===== src/rtl/tag_release_queue_pkg.sv =====
// ---------------------------------------------------------------------------
// release_pkg
// Shared sizing, types and helpers for the tag release queue.
//   FL_DEPTH     : free-list depth (power of 2)
//   TAG_WIDTH    : width of a physical-register tag
//   QUEUE_DEPTH  : depth of the internal release FIFO (power of 2, >= 4)
//   QADDR_WIDTH  : FIFO index width; pointers carry one extra wrap bit
//   NUM_PORTS    : release slots per cycle and free-list write ports
// ---------------------------------------------------------------------------
package release_pkg;

  localparam int FL_DEPTH    = 32;
  localparam int TAG_WIDTH   = $clog2(FL_DEPTH);
  localparam int QUEUE_DEPTH = 8;
  localparam int QADDR_WIDTH = $clog2(QUEUE_DEPTH);
  localparam int NUM_PORTS   = 3;

  typedef logic [TAG_WIDTH-1:0]   tag_t;
  typedef logic [QADDR_WIDTH:0]   qptr_t;
  typedef logic [TAG_WIDTH:0]     flcnt_t;
  typedef logic [QADDR_WIDTH-1:0] qidx_t;

  // Number of set bits in a 3-slot valid vector (0..3).
  function automatic logic [1:0] popcount3(input logic [2:0] v);
    return 2'(v[0]) + 2'(v[1]) + 2'(v[2]);
  endfunction

endpackage


===== src/rtl/tag_release_queue_if.sv =====
// ---------------------------------------------------------------------------
// tag_release_queue_if
// Bundles the commit-side release slots, the free-list write ports and the
// queue status signals of the tag release queue.
//   rel_valid_k / rel_tag_k     : commit release slot k (k = 0..2)
//   rel_ready                   : queue can take 3 releases this cycle
//   fl_count                    : current free-list occupancy
//   fl_write_en_k / _tag_k      : compacted free-list write ports
//   queue_count / queue_empty   : FIFO occupancy
//   overflow_err                : sticky dropped-release flag
// Modports:
//   slave  : the queue itself
//   master : the surrounding commit stage / free list (or a testbench)
// ---------------------------------------------------------------------------
interface tag_release_queue_if;
  import release_pkg::*;

  logic   rel_valid_0;
  logic   rel_valid_1;
  logic   rel_valid_2;
  tag_t   rel_tag_0;
  tag_t   rel_tag_1;
  tag_t   rel_tag_2;
  logic   rel_ready;
  flcnt_t fl_count;
  logic   fl_write_en_0;
  logic   fl_write_en_1;
  logic   fl_write_en_2;
  tag_t   fl_write_tag_0;
  tag_t   fl_write_tag_1;
  tag_t   fl_write_tag_2;
  qptr_t  queue_count;
  logic   queue_empty;
  logic   overflow_err;

  modport slave (
    input  rel_valid_0, rel_valid_1, rel_valid_2,
    input  rel_tag_0, rel_tag_1, rel_tag_2,
    input  fl_count,
    output rel_ready,
    output fl_write_en_0, fl_write_en_1, fl_write_en_2,
    output fl_write_tag_0, fl_write_tag_1, fl_write_tag_2,
    output queue_count, queue_empty, overflow_err
  );

  modport master (
    output rel_valid_0, rel_valid_1, rel_valid_2,
    output rel_tag_0, rel_tag_1, rel_tag_2,
    output fl_count,
    input  rel_ready,
    input  fl_write_en_0, fl_write_en_1, fl_write_en_2,
    input  fl_write_tag_0, fl_write_tag_1, fl_write_tag_2,
    input  queue_count, queue_empty, overflow_err
  );

endinterface


===== src/rtl/tag_release_queue_compactor.sv =====
// ---------------------------------------------------------------------------
// slot_compactor_3
// Packs up to three valid/tag pairs into a dense list, preserving slot order,
// and reports how many entries are valid.
//   valid_i : per-slot valid bits, slot 0 in bit 0
//   tag_i   : per-slot tags
//   dense_o : valid tags packed from index 0 upward; unused entries are '0
//   count_o : number of valid slots (0..3)
// ---------------------------------------------------------------------------
module slot_compactor_3
  import release_pkg::*;
(
  input  logic [NUM_PORTS-1:0] valid_i,
  input  tag_t                 tag_i   [NUM_PORTS],
  output tag_t                 dense_o [NUM_PORTS],
  output logic [1:0]           count_o
);

  logic [1:0] cursor;

  // Walk the slots in order; each valid tag lands at the next free dense
  // position, so e.g. valid=3'b101 puts slot 0 at index 0 and slot 2 at 1.
  always_comb begin
    for (int k = 0; k < NUM_PORTS; k++) begin
      dense_o[k] = '0;
    end
    cursor = 2'd0;
    for (int k = 0; k < NUM_PORTS; k++) begin
      if (valid_i[k]) begin
        dense_o[cursor] = tag_i[k];
        cursor          = cursor + 2'd1;
      end
    end
  end

  assign count_o = popcount3(valid_i);

endmodule


===== src/rtl/tag_release_queue.sv =====
// ---------------------------------------------------------------------------
// tag_release_queue
// Writer side of the physical-register free list. Collects up to three tags
// released at commit each cycle, buffers them in a small FIFO and drains them
// in order into the free list's three write ports, never faster than the free
// list has room for.
// Ports:
//   clk  : rising-edge clock
//   rst  : asynchronous active-high reset (free list must reset alongside)
//   bus  : tag_release_queue_if.slave; release slots, free-list write ports,
//          free-list occupancy and queue status
// ---------------------------------------------------------------------------
module tag_release_queue
  import release_pkg::*;
(
  input logic                 clk,
  input logic                 rst,
  tag_release_queue_if.slave  bus
);

  qptr_t rd_q, rd_d;
  qptr_t wr_q, wr_d;
  logic  ovf_q, ovf_d;
  tag_t  mem_q [QUEUE_DEPTH];

  qptr_t                count;
  qptr_t                freeSlots;
  logic                 ready;
  logic [NUM_PORTS-1:0] relValid;
  tag_t                 relTag   [NUM_PORTS];
  tag_t                 denseTag [NUM_PORTS];
  logic [1:0]           nIn;
  logic                 acceptEn;
  logic                 drop;
  flcnt_t               room;
  logic [1:0]           nOut;
  logic [NUM_PORTS-1:0] drainEn;
  tag_t                 drainTag [NUM_PORTS];

  // Occupancy and readiness come only from registered pointers, so a drain
  // happening in the same cycle does not make room for this cycle's releases.
  assign count     = wr_q - rd_q;
  assign freeSlots = qptr_t'(QUEUE_DEPTH) - count;
  assign ready     = (freeSlots >= qptr_t'(NUM_PORTS));

  assign relValid  = {bus.rel_valid_2, bus.rel_valid_1, bus.rel_valid_0};
  assign relTag[0] = bus.rel_tag_0;
  assign relTag[1] = bus.rel_tag_1;
  assign relTag[2] = bus.rel_tag_2;

  slot_compactor_3 u_compactor (
    .valid_i (relValid),
    .tag_i   (relTag),
    .dense_o (denseTag),
    .count_o (nIn)
  );

  // A release arriving while not ready is a commit-side protocol violation:
  // the whole cycle's releases are dropped rather than partially accepted.
  assign acceptEn = (|relValid) && ready;
  assign drop     = (|relValid) && !ready;

  // Drain width is the smallest of what is queued, the port count and the
  // free-list headroom. room < nOut implies room <= 2, so its low bits suffice.
  assign room = flcnt_t'(FL_DEPTH) - bus.fl_count;

  always_comb begin
    nOut = 2'd3;
    if (count < qptr_t'(NUM_PORTS)) begin
      nOut = count[1:0];
    end
    if (room < flcnt_t'(nOut)) begin
      nOut = room[1:0];
    end
  end

  // Drain ports read consecutive entries from the read pointer; the index
  // wraps naturally because only the low address bits are used.
  always_comb begin
    for (int k = 0; k < NUM_PORTS; k++) begin
      drainEn[k]  = 1'b0;
      drainTag[k] = '0;
      if (2'(k) < nOut) begin
        drainEn[k]  = 1'b1;
        drainTag[k] = mem_q[rd_q[QADDR_WIDTH-1:0] + qidx_t'(k)];
      end
    end
  end

  // Pointer and error next-state.
  always_comb begin
    rd_d  = rd_q + qptr_t'(nOut);
    wr_d  = wr_q;
    ovf_d = ovf_q | drop;
    if (acceptEn) begin
      wr_d = wr_q + qptr_t'(nIn);
    end
  end

  // Pointer and sticky-error state; storage is left out of reset on purpose
  // since emptiness is fully described by the pointers.
  always_ff @(posedge clk or posedge rst) begin
    if (rst) begin
      rd_q  <= '0;
      wr_q  <= '0;
      ovf_q <= 1'b0;
    end else begin
      rd_q  <= rd_d;
      wr_q  <= wr_d;
      ovf_q <= ovf_d;
    end
  end

  // Accepted releases are written densely starting at the write pointer.
  always_ff @(posedge clk) begin
    if (acceptEn) begin
      for (int k = 0; k < NUM_PORTS; k++) begin
        if (2'(k) < nIn) begin
          mem_q[wr_q[QADDR_WIDTH-1:0] + qidx_t'(k)] <= denseTag[k];
        end
      end
    end
  end

  assign bus.rel_ready      = ready;
  assign bus.fl_write_en_0  = drainEn[0];
  assign bus.fl_write_en_1  = drainEn[1];
  assign bus.fl_write_en_2  = drainEn[2];
  assign bus.fl_write_tag_0 = drainTag[0];
  assign bus.fl_write_tag_1 = drainTag[1];
  assign bus.fl_write_tag_2 = drainTag[2];
  assign bus.queue_count    = count;
  assign bus.queue_empty    = (count == '0);
  assign bus.overflow_err   = ovf_q;

`ifndef SYNTHESIS
  // Simulation-only sanity checks on the surrounding logic.
  always @(posedge clk) begin
    if (!rst && (bus.fl_count > flcnt_t'(FL_DEPTH))) begin
      $error("tag_release_queue: fl_count %0d exceeds free-list depth", bus.fl_count);
    end
    if (!rst && drop) begin
      $warning("tag_release_queue: release dropped, queue lacked room (valid=%b)", relValid);
    end
  end
`endif

endmodule


===== src/flat_wrapper.sv =====
// flat-port wrapper written by rule: the top's interface ports become plain ports
module tag_release_queue_flat import release_pkg::*;
  (clk, rst, bus_rel_valid_0, bus_rel_valid_1, bus_rel_valid_2, bus_rel_tag_0, bus_rel_tag_1, bus_rel_tag_2, bus_fl_count, bus_rel_ready, bus_fl_write_en_0, bus_fl_write_en_1, bus_fl_write_en_2, bus_fl_write_tag_0, bus_fl_write_tag_1, bus_fl_write_tag_2, bus_queue_count, bus_queue_empty, bus_overflow_err);
  tag_release_queue_if bus_i ();
  input logic clk;
  input logic rst;
  input wire logic [$bits(bus_i.rel_valid_0)-1:0] bus_rel_valid_0;
  input wire logic [$bits(bus_i.rel_valid_1)-1:0] bus_rel_valid_1;
  input wire logic [$bits(bus_i.rel_valid_2)-1:0] bus_rel_valid_2;
  input wire logic [$bits(bus_i.rel_tag_0)-1:0] bus_rel_tag_0;
  input wire logic [$bits(bus_i.rel_tag_1)-1:0] bus_rel_tag_1;
  input wire logic [$bits(bus_i.rel_tag_2)-1:0] bus_rel_tag_2;
  input wire logic [$bits(bus_i.fl_count)-1:0] bus_fl_count;
  output wire logic [$bits(bus_i.rel_ready)-1:0] bus_rel_ready;
  output wire logic [$bits(bus_i.fl_write_en_0)-1:0] bus_fl_write_en_0;
  output wire logic [$bits(bus_i.fl_write_en_1)-1:0] bus_fl_write_en_1;
  output wire logic [$bits(bus_i.fl_write_en_2)-1:0] bus_fl_write_en_2;
  output wire logic [$bits(bus_i.fl_write_tag_0)-1:0] bus_fl_write_tag_0;
  output wire logic [$bits(bus_i.fl_write_tag_1)-1:0] bus_fl_write_tag_1;
  output wire logic [$bits(bus_i.fl_write_tag_2)-1:0] bus_fl_write_tag_2;
  output wire logic [$bits(bus_i.queue_count)-1:0] bus_queue_count;
  output wire logic [$bits(bus_i.queue_empty)-1:0] bus_queue_empty;
  output wire logic [$bits(bus_i.overflow_err)-1:0] bus_overflow_err;
  assign bus_i.rel_valid_0 = bus_rel_valid_0;
  assign bus_i.rel_valid_1 = bus_rel_valid_1;
  assign bus_i.rel_valid_2 = bus_rel_valid_2;
  assign bus_i.rel_tag_0 = bus_rel_tag_0;
  assign bus_i.rel_tag_1 = bus_rel_tag_1;
  assign bus_i.rel_tag_2 = bus_rel_tag_2;
  assign bus_i.fl_count = bus_fl_count;
  assign bus_rel_ready = bus_i.rel_ready;
  assign bus_fl_write_en_0 = bus_i.fl_write_en_0;
  assign bus_fl_write_en_1 = bus_i.fl_write_en_1;
  assign bus_fl_write_en_2 = bus_i.fl_write_en_2;
  assign bus_fl_write_tag_0 = bus_i.fl_write_tag_0;
  assign bus_fl_write_tag_1 = bus_i.fl_write_tag_1;
  assign bus_fl_write_tag_2 = bus_i.fl_write_tag_2;
  assign bus_queue_count = bus_i.queue_count;
  assign bus_queue_empty = bus_i.queue_empty;
  assign bus_overflow_err = bus_i.overflow_err;
  tag_release_queue u_core (.clk(clk), .rst(rst), .bus(bus_i));
endmodule

===== config.mk =====
export PLATFORM = sky130hd
export DESIGN_NAME = tag_release_queue_flat
export DESIGN_NICKNAME = d
export VERILOG_FILES = /design/src/rtl/tag_release_queue_pkg.sv /design/src/rtl/tag_release_queue_if.sv /design/src/rtl/tag_release_queue_compactor.sv /design/src/rtl/tag_release_queue.sv /design/src/flat_wrapper.sv
export SDC_FILE = /design/constraint.sdc
export NUM_CORES = 1
export LEC_CHECK = 0
export CAP_MARGIN = 20
export CORE_ASPECT_RATIO = 1.2
export CORE_MARGIN = 4
export CORE_UTILIZATION = 45
export DETAILED_ROUTE_END_ITERATION = 7
export PLACE_DENSITY = 0.77
export SLEW_MARGIN = 20
export SYNTH_ARGS = -nofsm -noshare
export SYNTH_HDL_FRONTEND = slang
export SYNTH_SLANG_ARGS = --single-unit

===== constraint.sdc =====
create_clock -name clk -period 3.5 [get_ports clk]
set_input_delay 0.525 -clock clk [delete_from_list [all_inputs] [get_ports clk]]
set_output_delay 0.525 -clock clk [all_outputs]
set_load 0.03 [all_outputs]

; ---- Word level (Yosys, flattened, before mapping)
; Memory sizes are Yosys's and may differ from the RTL's.
; Cells that the tools add are included.
[totals]
register_bits = 9
mem_bits_rw = 40
inputBits = 26
wordCells = 67
mem_count = 1
[memory_table]
columns = memory, words, width, rd, rd_clocked_by_memory_dff, write_ports, line
row1 = u_core.mem_q, 8, 5, 3, 0, 3, tag_release_queue.sv:24  ; tag_t mem_q [QUEUE_DEPTH];
[classes]
addsub = 12
magnitude_cmp = 13
muxes = 28
bitwise_logic = 3
reduce_logical = 7
[ops]
columns = cell, count
row1 = 15-bit bitwise mux, 2
row2 = 15-bit two-way mux, 2
row3 = 5-bit two-way mux, 6
row4 = 5-bit demux with 2-bit select, 2
row5 = 1-bit two-way mux, 13
row6 = 4-bit by 2-bit adder with 4-bit output, 2
row7 = "1-bit by 2-bit less-than comparator with 1-bit output, first input constant", 4
row8 = "3-bit by 1-bit adder with 3-bit output, second input constant", 2
row9 = "3-bit by 2-bit adder with 3-bit output, second input constant", 2
row10 = "3-bit greater-or-equal comparator, second input constant", 2
row11 = "3-bit by 1-bit less-than comparator with 1-bit output, second input constant", 2
row12 = 6-bit by 2-bit less-than comparator with 1-bit output, 1
row13 = 2-bit two-way mux, 3
row14 = "6-bit subtractor, first input constant", 1
row15 = "4-bit by 2-bit greater-or-equal comparator with 1-bit output, second input constant", 1
row16 = 1-bit logical AND, 4
row17 = 4-bit logical NOT, 1
row18 = "2-bit less-than comparator, first input constant", 2
row19 = "4-bit by 2-bit less-than comparator with 1-bit output, second input constant", 1
row20 = 4-bit subtractor, 1
row21 = "4-bit subtractor, first input constant", 1
row22 = 1-bit NOT with 3-bit output, 1
row23 = 2-bit NOT with 3-bit output, 1
row24 = 3-bit OR reduction, 1
row25 = other kinds (5), 5

; ---- Longest topological paths before layout
[logic_depth]
depth_word = 10
mapped_depth = 13
depth_no_buf = 12

; ---- By module
; A second synthesis with hierarchy kept.
[hier_totals]
cells_unflattened = 558
area_unflattened_um2 = 5154.9
[modules_own_cells]
columns = mod, n_inst, cells_each, area_per_inst_um2
row1 = tag_release_queue, 1, 512, 4832.1
row2 = slot_compactor_3, 1, 46, 322.8

; ---- Worst setup path after synthesis
; Ideal clock, no wire load.
[synth_timing]
path_type = register to output
from = register u_core.rd_q[2]
to = output port bus_fl_write_tag_2[0]
arrival_ns = 2.890
required_ns = 2.975
path_slack_ns = 0.085
path_stages_with_launch = 11
n_path_buf = 2
cell_sequence = dfrtp_1 > buf_2 > clkbuf_1 > inv_1 > ha_1 > and3b_1 > o21ai_0 > nand2_1 > inv_1 > o221ai_1 > a21oi_1
[synth_between]
elab_chain_len = 7
[synth_rtl]
columns = element, line
row1 = from (decl), tag_release_queue.sv:21  ; qptr_t rd_q, rd_d;
row2 = from (signal assigned), tag_release_queue.sv:108  ; rd_q <= rd_d;
row3 = 4-bit subtractor *, tag_release_queue.sv:42  ; assign count = wr_q - rd_q;
row4 = net bus_queue_count[3], flat_wrapper.sv:21  ; output wire logic [$bits(bus_i.queue_count)-1:0] bus_queue_count;
row5 = 4-bit by 2-bit less-than comparator with 1-bit output *, tag_release_queue.sv:69  ; if (count < qptr_t'(NUM_PORTS)) begin
row6 = 2-bit two-way mux *, tag_release_queue.sv:69
row7 = 6-bit by 2-bit less-than comparator with 1-bit output, tag_release_queue.sv:72  ; if (room < flcnt_t'(nOut)) begin
row8 = 2-bit two-way mux *, tag_release_queue.sv:72
row9 = 2-bit less-than comparator *, tag_release_queue.sv:83  ; if (2'(k) < nOut) begin
row10 = 5-bit two-way mux *, tag_release_queue.sv:83
row11 = to (decl), flat_wrapper.sv:20  ; output wire logic [$bits(bus_i.fl_write_tag_2)-1:0] bus_fl_write_tag_2;
; The timed path passes the listed nets; every way through them passes the cells marked *.

; ---- Worst setup path after layout
[layout_timing]
from = register u_core.wr_q[0]
to = output port bus_rel_ready
[layout_between]
elab_chain_len = 3
[layout_rtl]
columns = element, line
row1 = from (decl), tag_release_queue.sv:22  ; qptr_t wr_q, wr_d;
row2 = from (signal assigned), tag_release_queue.sv:109  ; wr_q <= wr_d;
row3 = 4-bit subtractor, tag_release_queue.sv:42
row4 = 4-bit subtractor, tag_release_queue.sv:43  ; assign freeSlots = qptr_t'(QUEUE_DEPTH) - count;
row5 = 4-bit by 2-bit greater-or-equal comparator with 1-bit output, tag_release_queue.sv:44  ; assign ready = (freeSlots >= qptr_t'(NUM_PORTS));
row6 = to (decl), flat_wrapper.sv:14  ; output wire logic [$bits(bus_i.rel_ready)-1:0] bus_rel_ready;
; Every way passes these cells.

==> results by group <==
Run status
  • Status: complete, no violations

Setup path
  • Crit path max fanout: 9
  • Critical Path Start Type: register
  • Crit path capture type: output pin
  • Worst EP arrival: 2.80 ns
  • Crit Path Category: reg -> out
  • Required time worst endpoint: 2.97 ns

CTS
  • Worst-Skew Late Latency: 0.29 ns
  • Clock Tree Root: clkbuf_16
  • CTS Hold Bufs: 0
  • Number of buffers created by CTS: 5
  • # clock sinks: between 40 and 50
  • Htree depth: 2
  • CTS tree: yes
  • Clock Path Buffers: 2
  • Clk pin slew, worst setup/hold paths: roughly 0.070 ns

STA
  • Setup-failing EPs final: 0
  • Fin Setup TNS: 0 ns
  • Final Critical Period: between 3 and 4 ns
  • Worst-Margin Slew: approximately 0.74 ns
  • Achievable frequency: between 300 and 400 MHz
  • RSZ-0062 raised after global routing: false
  • Fin Clk Skew: 0.006137 ns
  • Tcrit/Tclk final: 95.01%
  • Fin. max-slew vios: 0
  • Slew HR: 50.58%
  • Final hold vios: 0

Synthesis
  • Post-Synthesis Cell Area: around 5000 µm²
  • Area share of the largest cell type after synthesis: approximately a quarter
  • Sequential cell area fraction in the yosys report: approximately 29%
  • Yosys reg bits: ~50
  • Syn Inst Count: roughly 560
  • Dominant register cell in the synthesized netlist: edfxtp_1
  • Synth top cells by count: nand2_1 (64), nor3_1 (43), edfxtp_1 (40)
  • Leading area contributor after synthesis: edfxtp_1
  • Ys Warns: 0
  • Post-synth EDFFs: 40
  • Cells taking the most area after synthesis: edfxtp_1 (24%), mux4_2 (11%), o31ai_1 (5.4%), nand4_1 (4.9%), nand2_1 (4.8%)
  • Most frequent cell after synthesis: nand2_1
  • Yosys cell types: just under 60
  • Async set-reset flop share out of synthesis: ~18%
  • Syn avg cell area: 8.913 µm²
  • Syn nets: about 600

Floorplanning
  • # IOs: 51
  • Starting Density: ~47%
  • Die width: roughly 100 µm
  • Row count: roughly 40
  • Core Box Area: 10670 µm²
  • Die area: approximately 13000 µm²
  • DIE HEIGHT: around 120 µm

Drt
  • Routed wirelength normalized by instance count: between 15 and 20 µm
  • Detail Route Antenna Nets: 0
  • Drt total wl: 14740 µm
  • DRT Pass-1 Iters: 5
  • Vias: between 4000 and 5000
  • Drt via density: approximately 6.5
  • Residual DRC: 0
  • Drt initial violations: 660

Placed design
  • Placer Congestion: around 0.9
  • Buffers on Ports: 50
  • HPWL after detailed placement: approximately 11000 µm

Global route
  • All-layer global routing usage: around a quarter
  • First-pass GRT wire length: 24240 µm
  • Initial antenna violation count: 0
  • Vias in the first global route: 4700
  • Largest net degree at the start of global routing: 86
  • Global route overflow: 0

Final layout
  • Layout cells sized above 1: between 15 and 20%
  • Layout Nets: about 650
  • ANT cells: 0
  • Area delta synth->final: 17.69%

Hold path
  • Hold Crit Class: in -> async

Run
  • Max_cap viols: 0
per-stage QoR:
| step | util (%) | worst slack [ns] | hold WS (ns) | std cells | cell area (µm²) |
|---|---|---|---|---|---|
| floorplan | - | 0.08480 | 0.3529 | 557 | 4965 |
| global placement | 53.44 | 0.3338 | 0.4603 | 731 | 5702 |
| detailed placement | 53.44 | 0.2140 | 0.5303 | 731 | 5702 |
| CTS | 54.76 | 0.1032 | 0.5023 | 739 | 5843 |
| global route | 54.76 | 0.01630 | 0.5460 | 739 | 5843 |
| finish | 54.76 | 0.1748 | 0.4939 | 739 | 5843 |
critical path: stages, from the launching register on:
cell	delay [ns]
dfrtp_1	0.34
inv_1	0.08
ha_1	0.24
fa_1	0.41
xor2_2	0.28
nand3_2	0.16
or3_4	0.47
nand2_4	0.13
inv_2	0.05
dlygate4sd2_1	0.35
cells by family after synthesis:
logic type	after synthesis	share of synthesized area [%]
buffers and inverters	76	7.435
muxes	32	12.80
DFF	49	28.73
and+or+nand+nor	235	25.40
AOI/OAI and AO/OA	139	19.08
adders and majority gates	16	4.637
xor gates and xnor gates	10	1.915
layout by cell type (no fill, tap or decap), types with 8 or more instances in the layout:
cell type	Yosys	layout
nor3_1	43	42
nand4_1	39	39
a31oi_1	35	35
o31ai_1	36	36
and3_1	11	11
nand2_1	64	64
mux4_2	25	25
a21oi_1	22	22
o21ai_1	10	11
clkdlybuf4s50_1	0	30
o31a_1	13	13
nor2_1	26	26
edfxtp_1	40	40
nand3_1	8	8
ha_1	12	12
buf_4	5	64
dfrtp_1	9	9
inv_1	22	22
cell type report:
| type | count | area, µm² |
|---|---|---|
| flip-flops and latches | 49 | 1426 |
| clock buffers | 6 | 128.9 |
| repair buffers | 97 | 829.5 |
| fillers | 973 | 4827 |
| well taps | 129 | 161.4 |
| inverters | 24 | 90.09 |
| clock inverters | 2 | 13.76 |
| multi-input cells | 432 | 3193 |
state kept, by name, summed over array words and instances (netlist names):
| signal | flops |
|---|---|
| u_core.mem_q | 40 |
| u_core.bus.overflow_err | 1 |
| u_core.rd_q | 4 |
| u_core.wr_q | 4 |
path summary, 6_finish.rpt:
| kind | cells past startpoint | from | slack [ns] | end |
|---|---|---|---|---|
| setup reg to reg | 9 | u_core.wr_q[0] | 0.32 | u_core.mem_q[0][0] |
| hold reg to reg | 1 | u_core.rd_q[3] | 0.55 | u_core.rd_q[3] |
| min in group clk | 1 | u_core.rd_q[3] | 0.55 | u_core.rd_q[3] |
| hold / removal | 2 | rst | 0.49 | u_core.rd_q[0] |
| setup / recovery | 9 | u_core.wr_q[0] | 0.17 | bus_rel_ready |
| max in group asynchronous | 2 | rst | 2.75 | u_core.wr_q[2] |
per-layer routing:
metal | track usage [%] | up-vias | part of all wire (%)
met5 | 0 | - | 0
met3 | 2.768 | 41 | 7.0
met4 | 9.726 | 0 | 3.3
met1 | 29.08 | 2271 | 40
met2 | 41.67 | 250 | 49
li1 | - | 2272 | -
timing repair:
action,4_1_cts,5_1_grt
buffers inserted,0,0
setup endpoints to repair,1,5
gates resized for setup,1,1
Power is left out: the tool's default activity adds up to more than one toggle a clock period on the data nets, which glitch-free logic cannot reach.
